==> src/rtl/step_counter_pkg.sv <==
// step_counter_pkg: shared encodings for the LED step counter.
// Latency: n/a (types, constants and pure helper functions only).
// Backpressure: n/a.
package step_counter_pkg;

  // Bit positions inside the BTTN bus.
  localparam int BTN_STEP = 0;
  localparam int BTN_MODE = 1;
  localparam int BTN_CLR  = 2;
  localparam int BTN_DIR  = 3;
  localparam int NUM_BTN  = 4;

  // Bit positions inside the ACT_LED bus.
  localparam int ACT_HB   = 0;
  localparam int ACT_MODE = 1;
  localparam int ACT_DIR  = 2;

  typedef enum logic {
    MODE_MANUAL = 1'b0,
    MODE_AUTO   = 1'b1
  } mode_e;

  typedef enum logic {
    DIR_UP   = 1'b0,
    DIR_DOWN = 1'b1
  } dir_e;

  function automatic mode_e flip_mode(input mode_e m);
    return (m == MODE_AUTO) ? MODE_MANUAL : MODE_AUTO;
  endfunction

  function automatic dir_e flip_dir(input dir_e d);
    return (d == DIR_DOWN) ? DIR_UP : DIR_DOWN;
  endfunction

endpackage

==> src/rtl/step_counter_pb_filter.sv <==
// pb_filter: 2-flop synchroniser plus sample-count debounce for one push button.
// Latency: press pulse 2 + (DB_SAMPLES-1..DB_SAMPLES strobe periods) + 1 cycles after the raw edge.
// Backpressure: none; press is a one-cycle pulse the consumer must take that cycle.
// Ports: CLK, RST_N, strobe (shared sample enable), raw (asynchronous button),
//        level (debounced stable state), press (one-cycle pulse on a stable 0->1 change).
module pb_filter #(
  parameter int DB_SAMPLES = 4
) (
  input  logic CLK,
  input  logic RST_N,
  input  logic strobe,
  input  logic raw,
  output logic level,
  output logic press
);

  // Counts samples that disagree with the stable state; 0..DB_SAMPLES-1.
  localparam int CW = (DB_SAMPLES > 2) ? $clog2(DB_SAMPLES) : 1;

  logic [1:0]    sync_q;
  logic          sample;
  logic [CW-1:0] agree_q;
  logic          level_q;
  logic          level_dly_q;
  logic          press_q;

  assign sample = sync_q[1];
  assign level  = level_q;
  assign press  = press_q;

  always_ff @(posedge CLK or negedge RST_N) begin
    if (!RST_N) begin
      sync_q      <= 2'b00;
      agree_q     <= '0;
      level_q     <= 1'b0;
      level_dly_q <= 1'b0;
      press_q     <= 1'b0;
    end else begin
      sync_q      <= {sync_q[0], raw};
      level_dly_q <= level_q;
      press_q     <= level_q & ~level_dly_q;

      if (strobe) begin
        // The state is binary, so "samples agree with each other and differ
        // from the stable state" reduces to a run of samples != level_q.
        if (sample == level_q) begin
          agree_q <= '0;
        end else if (agree_q == CW'(DB_SAMPLES - 1)) begin
          level_q <= sample;
          agree_q <= '0;
        end else begin
          agree_q <= agree_q + CW'(1);
        end
      end
    end
  end

endmodule

==> src/rtl/step_counter.sv <==
// step_counter: single-clock LED up/down counter stepped by a prescaler tick or a debounced button.
// Latency: tick or press pulse to LEDS/COUNT_EVT/WRAP is 1 cycle; all outputs registered.
// Backpressure: none; free-running, events are consumed the cycle they occur.
// Ports: CLK, RST_N (async, active-low), BTTN[3:0] raw buttons (step, mode, clear, dir),
//        LEDS count, ACT_LED {dir, mode, heartbeat}, COUNT_EVT / WRAP one-cycle pulses.
module step_counter
  import step_counter_pkg::*;
#(
  parameter int WIDTH      = 10,
  parameter int PRESCALE   = 23,
  parameter int DB_BITS    = 4,
  parameter int DB_SAMPLES = 4,
  parameter int SATURATE   = 0
) (
  input  logic             CLK,
  input  logic             RST_N,
  input  logic [3:0]       BTTN,
  output logic [WIDTH-1:0] LEDS,
  output logic [2:0]       ACT_LED,
  output logic             COUNT_EVT,
  output logic             WRAP
);

  logic [PRESCALE-1:0] pre_q;
  logic                tick;
  logic [DB_BITS-1:0]  db_q;
  logic                db_strobe;

  logic [NUM_BTN-1:0]  btn_level;
  logic [NUM_BTN-1:0]  btn_press;

  mode_e               mode_q;
  dir_e                dir_q;
  logic                hb_q;

  logic [WIDTH-1:0]    cnt_q;
  logic [WIDTH-1:0]    cnt_d;
  logic [WIDTH-1:0]    cnt_step;
  logic                evt_q;
  logic                evt_d;
  logic                wrap_q;
  logic                wrap_d;
  logic                step_req;
  logic                at_limit;

  // Only the clear button is used as a level; it has no press function.
  logic                unused_btn;
  assign unused_btn = ^{btn_level[BTN_STEP], btn_level[BTN_MODE],
                        btn_level[BTN_DIR], btn_press[BTN_CLR]};

  // Both strobes are enables only: pulses while the free-running counter is all ones.
  assign tick      = &pre_q;
  assign db_strobe = &db_q;

  for (genvar b = 0; b < NUM_BTN; b++) begin : g_btn
    pb_filter #(
      .DB_SAMPLES(DB_SAMPLES)
    ) u_pb (
      .CLK   (CLK),
      .RST_N (RST_N),
      .strobe(db_strobe),
      .raw   (BTTN[b]),
      .level (btn_level[b]),
      .press (btn_press[b])
    );
  end

  // Counter datapath. mode_q/dir_q are the pre-toggle values, so a step in
  // the same cycle as a mode or direction press uses the old settings.
  always_comb begin
    step_req = (mode_q == MODE_AUTO) ? tick : btn_press[BTN_STEP];
    at_limit = (dir_q == DIR_UP) ? (cnt_q == '1) : (cnt_q == '0);
    cnt_step = (dir_q == DIR_UP) ? (cnt_q + WIDTH'(1)) : (cnt_q - WIDTH'(1));

    cnt_d  = cnt_q;
    evt_d  = 1'b0;
    wrap_d = 1'b0;

    if (btn_level[BTN_CLR]) begin
      // Clear wins over any step and swallows its COUNT_EVT/WRAP.
      cnt_d = '0;
      evt_d = (cnt_q != '0);
    end else if (step_req) begin
      wrap_d = at_limit;
      if (!at_limit || (SATURATE == 0)) begin
        cnt_d = cnt_step;
        evt_d = 1'b1;
      end
    end
  end

  always_ff @(posedge CLK or negedge RST_N) begin
    if (!RST_N) begin
      pre_q  <= '0;
      db_q   <= '0;
      hb_q   <= 1'b0;
      mode_q <= MODE_MANUAL;
      dir_q  <= DIR_UP;
      cnt_q  <= '0;
      evt_q  <= 1'b0;
      wrap_q <= 1'b0;
    end else begin
      pre_q  <= pre_q + PRESCALE'(1);
      db_q   <= db_q + DB_BITS'(1);
      cnt_q  <= cnt_d;
      evt_q  <= evt_d;
      wrap_q <= wrap_d;
      if (tick) begin
        hb_q <= ~hb_q;
      end
      if (btn_press[BTN_MODE]) begin
        mode_q <= flip_mode(mode_q);
      end
      if (btn_press[BTN_DIR]) begin
        dir_q <= flip_dir(dir_q);
      end
    end
  end

  assign LEDS      = cnt_q;
  assign COUNT_EVT = evt_q;
  assign WRAP      = wrap_q;

  always_comb begin
    ACT_LED           = '0;
    ACT_LED[ACT_HB]   = hb_q;
    ACT_LED[ACT_MODE] = (mode_q == MODE_AUTO);
    ACT_LED[ACT_DIR]  = (dir_q == DIR_DOWN);
  end

endmodule

==> config.mk <==
export PLATFORM = sky130hd
export DESIGN_NAME = step_counter
export DESIGN_NICKNAME = d
export VERILOG_FILES = /design/src/rtl/step_counter_pkg.sv /design/src/rtl/step_counter_pb_filter.sv /design/src/rtl/step_counter.sv
export SDC_FILE = /design/constraint.sdc
export NUM_CORES = 1
export LEC_CHECK = 0
export CAP_MARGIN = 20
export CORE_ASPECT_RATIO = 1.75
export CORE_MARGIN = 2
export CORE_UTILIZATION = 48
export DETAILED_ROUTE_END_ITERATION = 12
export PLACE_DENSITY = 0.67
export SLEW_MARGIN = 40
export SYNTH_ARGS = -nofsm -noshare
export SYNTH_HDL_FRONTEND = slang
export SYNTH_SLANG_ARGS = --single-unit
==> constraint.sdc <==
create_clock -name CLK -period 3 [get_ports CLK]
set_input_delay 0.3 -clock CLK [delete_from_list [all_inputs] [get_ports CLK]]
set_output_delay 0.3 -clock CLK [all_outputs]
set_load 0.05 [all_outputs]
==> results of run 1 <==
## metrics by stage
stage	hold WS (ns)	area (sq um)	power (uW)	setup WS (ns)
3_5_place_dp	0.3371	3381	1011	0.7096
6_report	0.3485	3543	1594	0.7028
5_1_grt	0.3557	3543	1670	0.5133
4_1_cts	0.05210	3531	1621	0.6939
2_1_floorplan	0.004409	3109	979.3	0.6417
3_3_place_gp	0.3324	3381	1008	0.7629
## kinds of logic (layout without fill, tap and decap cells)
family	Yosys count	count (layout)	synth area share, %
simple gates	86	86	14.69
flops	68	68	54.73
compound gates	40	40	9.497
xor+xnor	37	37	10.42
buf+inv	16	48	2.575
fa+ha+maj	15	15	6.278
mux	5	5	1.811
## cell type report
class | count | area share (%)
Clock buffer | 12 | 3.814
Multi-Input combinational cell | 183 | 37.46
Inverter | 9 | 0.9534
Tap cell | 80 | 2.825
Clock inverter | 3 | 0.4237
Timing Repair Buffer | 24 | 6.497
Sequential cell | 68 | 48.02
## timing repair
action | 4_1_cts | 5_1_grt
hold buffers | 0 | 1
setup buffers | 0 | 0
endpoints found under the hold margin | 0 | 35
## layout by cell type, fill, tap and decap left out, types with 5 or more instances in the layout
cell | synthesis | final
nand3_1 | 11 | 11
dfrtp_1 | 68 | 68
xor2_1 | 16 | 16
nor2b_1 | 6 | 6
inv_1 | 9 | 9
ha_1 | 14 | 14
a21oi_1 | 10 | 10
nand2_1 | 22 | 22
a22o_1 | 8 | 8
o21ai_0 | 5 | 5
nor2_1 | 21 | 21
clkdlybuf4s50_1 | 0 | 19
xnor2_1 | 21 | 21
clkbuf_8 | 0 | 9
## flip-flops by register name, indices dropped and copies added (netlist names)
signal	cells
LEDS	10
dir_q	1
COUNT_EVT	1
g_btn.u_pb.level	4
hb_q	1
g_btn.u_pb.agree_q	8
g_btn.u_pb.level_dly_q	3
g_btn.u_pb.press	3
pre_q	23
WRAP	1
g_btn.u_pb.sync_q	8
db_q	4
mode_q	1
## per-layer routing
| metal | up-vias | part of all wire [%] |
|---|---|---|
| li1 | 970 | - |
| met1 | 963 | 43 |
| met2 | 28 | 53 |
| met3 | 4 | 3.1 |
| met4 | 0 | 1.2 |
| met5 | - | 0 |
## worst max-delay path: stages, from the launching register on
cell and delay [ns]:
dfrtp_1 0.49, buf_4 0.21, ha_1 0.30, o21ai_0 0.13, o21bai_1 0.26, o211ai_1 0.17, a21o_1 0.19, a21oi_2 0.12
mux2_1 0.32
## report_power, final
group / internal (uW) / switching, uW
Clock: 292 / 310
Combinational: 22.3 / 28.4
Sequential: 932 / 9.77
Total: 1250 / 348
## worst paths after layout
check                                               end
worst max-delay path                            LEDS[9]
min in group asynchronous                      pre_q[9]
worst max register to register                  LEDS[9]
worst min-delay path            g_btn[3].u_pb.sync_q[1]
worst min register to register  g_btn[3].u_pb.sync_q[1]
max in group asynchronous       g_btn[3].u_pb.sync_q[1]
==> impl_results.md, run 1 <==
* Status: finished, final reports clean
* Vias in the first global route at 2020
* Top FF cell, synth: dfrtp_1
* Final core occ at 56.89%
* Shortest period the worst path allows at 2.297 ns
* Hold Crit Start: g_btn[3].u_pb.sync_q[0]
* Gates resized, CTS repair at 0
* Crit Path Class: register to register
* Most frequent cell after synthesis: dfrtp_1
* Hold Crit Class: register to register
* Antenna violations before repair at 0
* CTS buffer count at 9
* Max-slew violations at 0
* Largest area contributor in the netlist: dfrtp_1
* Max clock buf depth at 2
* P_leak at 0.001714 uW
* Critical Path End Type: register
* Area contributors post-synth: dfrtp_1, xnor2_1, ha_1
* First-pass GRT wire length at 9280 microns
* GRT overflow at 0
* I/O pin total at 21
* CP Launch Type: register
* Hold path depth at 0
* Worst vdd ir at 265.8 uV
* Core area at 6228 sq um
* Setup TNS at 0 ns
* Post-Place Cells at 363
* Fraction of layout cells with a size suffix above 1 at 11.37%
* I/O Buffers at 20
* Die Span X at 64.84 microns
* Met3 Resource Use GR at 5.193%
* Die area at 7163 sq um
* Syn_nets at 288
* Routability cong. at 0.8470
* Share of the synthesized area in the top cell type at 54.73%
* Synth warn at 0
* Clk_skew at 0.009347 ns
* Met2 capacity usage during global routing at 27.63%
* Sequential-to-total area share from yosys stat at 54.73%
* Starting Density at 49.92%
* CTS Sinks at 68
* Fin nets at 316
* Netlist cell types at 45
* Post-Syn Area at 3109 sq um
* CP startpoint: dir_q
* # fillers at 529
* Slew headroom at 59.82%
* Avg Cell Area, Syn at 11.65 sq um
* Post-DP HPWL at 3710 microns
* Inserted Diodes at 0
* Wirelength, routed at 5102 microns
* EDFF count, synth at 0
* R2R depth at 8
* TritonCTS clock tree: built
* Tot GR Track Use at 17.06%
* Cell Count, Final, Fillers Out at 379
* Synthesis-to-finish area growth at 13.96%
* FMAX at 435.3 MHz
* DR DRC count at 0
* Final worst-path cycle share at 76.57%
* Final setup violating endpoints at 0
* Clock Tree Root: clkbuf_8
* Max capacitance violation total at 0
* Async SR Flop Fraction at 100.0%
* Multi-input gate area at 1328 sq um
* Worst Path Arrival at 2.52 ns
* Clk slew on worst S/H paths at 0.07 ns
* H-tree depth at 3
* Leading cell types by count after synthesis: dfrtp_1, nand2_1, nor2_1, xnor2_1, xor2_1
* Die span in y at 110.5 microns
* Initial DRT Pass Iterations at 4
* Placement Rows at 38
* Mapped Cells at 267
* Power Dens Cells at 449.9 nW/um^2
* Slew @ Worst Pin at 0.6027 ns
* Reg-to-reg startpoint: dir_q
* RSZ-0062 raised after global routing: no
* R2R setup slack at 0.70 ns
* Vias at 1965
* CP Max Fanout at 8
* DR WL/cell at 13.46 microns
* GRT Max-Usage Layer: met2
* Final Hold Fails at 0
* Number of DRC markers in iteration 0 at 92
* Antenna Violating Nets Remaining at 0
* Yosys reg bits at 68
* Register area at 1702 sq um
* Req. time, crit path at 3.23 ns
* Grt met1 use at 20.11%
* Worst-Skew Late Latency at 0.34 ns
* Largest net degree at the start of global routing at 38
* Vias per std cell at 5.185
Note: power is estimated with default switching activity, not from simulation.
==> inputs of run 2 (changes only) <==
- clock period: 3 -> 2.2 ns (I/O delays scaled with it)
==> run 2 against run 1 <==
Clock power increased by 50%. Critical endpoint unchanged. Critical path type unchanged. Wire length grew 5.8%. Register-to-register slack worse by 0.62 ns. Cell area is 3.5% higher. Final cell count grew 2.6%. Via count grew 4.2%. Sequential cell count is the same. First-iteration DRC count decreased by 30%. Largest power group unchanged. Fmax rose by 8.6%. Setup slack got worse by 0.62 ns. Critical path depth down 1.
==> impl_results.md, run 2 (synthesized netlist as in run 1, its figures left out) <==
* FMAX at 472.9 MHz
* Clk_skew at 0.007257 ns
* Antenna violations before repair at 0
* Largest register FFs at 23
* First-pass GRT wire length at 9211 microns
* Largest net degree at the start of global routing at 69
* Core area at 6228 sq um
* Routability cong. at 0.8440
* DR DRC count at 0
* Die area at 7163 sq um
* RSZ-0062 raised after global routing: yes
* Shortest period the worst path allows at 2.115 ns
* GRT overflow at 0
* Fin nets at 325
* Pre-CTS WS at -0.04299 ns
* Final worst-path setup slack at 0.08519 ns
* Clk slew on worst S/H paths at 0.07 ns
* Initial DRT Pass Iterations at 4
* Slew headroom at 57.15%
* Post-DP HPWL at 3851 microns
* CP Launch Type: register
* Vias at 2048
* Final worst-path cycle share at 96.13%
* Worst Path Arrival at 2.34 ns
* Synthesis-to-finish area growth at 17.99%
* Placement Rows at 38
* Number of DRC markers in iteration 0 at 64
* Vias in the first global route at 2078
* Status: finished, final reports clean
* Hold Crit Class: input port to register
* Die span in y at 110.5 microns
* TritonCTS clock tree: built
* Setup TNS at 0 ns
* Max capacitance violation total at 0
* Fraction of layout cells with a size suffix above 1 at 16.18%
* Inserted Diodes at 0
* I/O Buffers at 20
* I/O pin total at 21
* Final Hold Fails at 0
* Starting Density at 49.92%
* P_leak at 0.001766 uW
* Worst vdd ir at 441.2 uV
* Max clock buf depth at 2
* CTS Sinks at 68
* DR WL/cell at 13.88 microns
* CP startpoint: dir_q
* Req. time, crit path at 2.42 ns
* CTS buffer count at 9
* Max-slew violations at 0
* Slew @ Worst Pin at 0.6427 ns
* Antenna Violating Nets Remaining at 0
* Vias per std cell at 5.265
* Hold Crit Start: BTTN[0]
* Worst-Skew Late Latency at 0.34 ns
* Final setup violating endpoints at 0
* Crit Path Class: register to register
* CP Max Fanout at 9
* Power Dens Cells at 616.0 nW/um^2
* # fillers at 523
* Critical Path End Type: register
* Commonest non-fill, non-tap cell in the layout: dfrtp_1
* Wirelength, routed at 5398 microns
* Die Span X at 64.84 microns
* Tot GR Track Use at 17.14%
* Most frequent cells in the layout: dfrtp_1, nand2_1, xnor2_1, nor2_1, clkdlybuf4s50_1
* H-tree depth at 3
* Reg-to-reg startpoint: dir_q
* Clock Tree Root: clkbuf_8
* Reg with most FFs: pre_q
run 2: final timing paths:
path / endpoint / slack (ns) / cells after the start
worst min register to register: g_btn[2].u_pb.sync_q[1] / 0.34 / 0
worst min-delay path: g_btn[0].u_pb.sync_q[0] / 0.31 / 1
worst max-delay path: LEDS[9] / 0.09 / 7
worst max register to register: LEDS[9] / 0.09 / 7
max in group asynchronous: dir_q / 1.47 / 3
min in group asynchronous: pre_q[10] / 0.41 / 3
run 2: final cells by class:
class	instances	area (sq um)	share of cell area, %
inverters	9	33.78	0.9209
multi-input cells	183	1349	36.77
clock buffers	14	162.7	4.434
well taps	80	100.1	2.729
flip-flops and latches	68	1705	46.49
repair buffers	33	307.8	8.390
clock inverters	2	10.01	0.2729
run 2: stage by stage:
| step | cells | util [%] | hold slack, ns | area, sq um | total power (uW) |
|---|---|---|---|---|---|
| 2_1_floorplan | 267 | - | -0.07559 | 3112 | 1335 |
| 3_3_place_gp | 372 | 55.60 | 0.2650 | 3463 | 1377 |
| 3_5_place_dp | 372 | 55.60 | 0.2674 | 3463 | 1380 |
| 4_1_cts | 389 | 58.54 | 0.2908 | 3646 | 2302 |
| 5_1_grt | 389 | 58.90 | 0.3177 | 3669 | 2363 |
| 6_report | 389 | 58.90 | 0.3142 | 3669 | 2260 |
run 2: power by group:
part	switching [uW]	internal, uW	leakage [uW]	total, uW
clock	435	468	0.0000905	904
sequential	13.9	1270	0.000898	1290
combinational	39.0	31.7	0.000778	70.8
run 2: repair_timing:
| action | 4_1_cts | 5_1_grt |
|---|---|---|
| endpoints found under the setup margin | 1 | 2 |
| resized for setup | 1 | 7 |
| pin swaps | 0 | 1 |
| hold buffers | 1 | 0 |
| cloned | 0 | 0 |
| buffers inserted | 0 | 0 |
| hold endpoints to repair | 68 | 0 |
run 2: metal layers:
metal  wire length, microns  global-route usage (%)  vias up
met5                      0                       0        -
met2                   2800                   27.97       36
met4                    227                   11.77        0
met3                    184                   4.582       18
met1                   2186                   18.88     1001
li1                       -                       -      993
run 2: critical path, cell delays in order (launching register included):
cell and delay, ns:
dfrtp_2 0.45, buf_4 0.19, ha_1 0.22, a211o_1 0.31, o211ai_1 0.21, nand3_1 0.12
a21oi_2 0.16, mux2_1 0.33
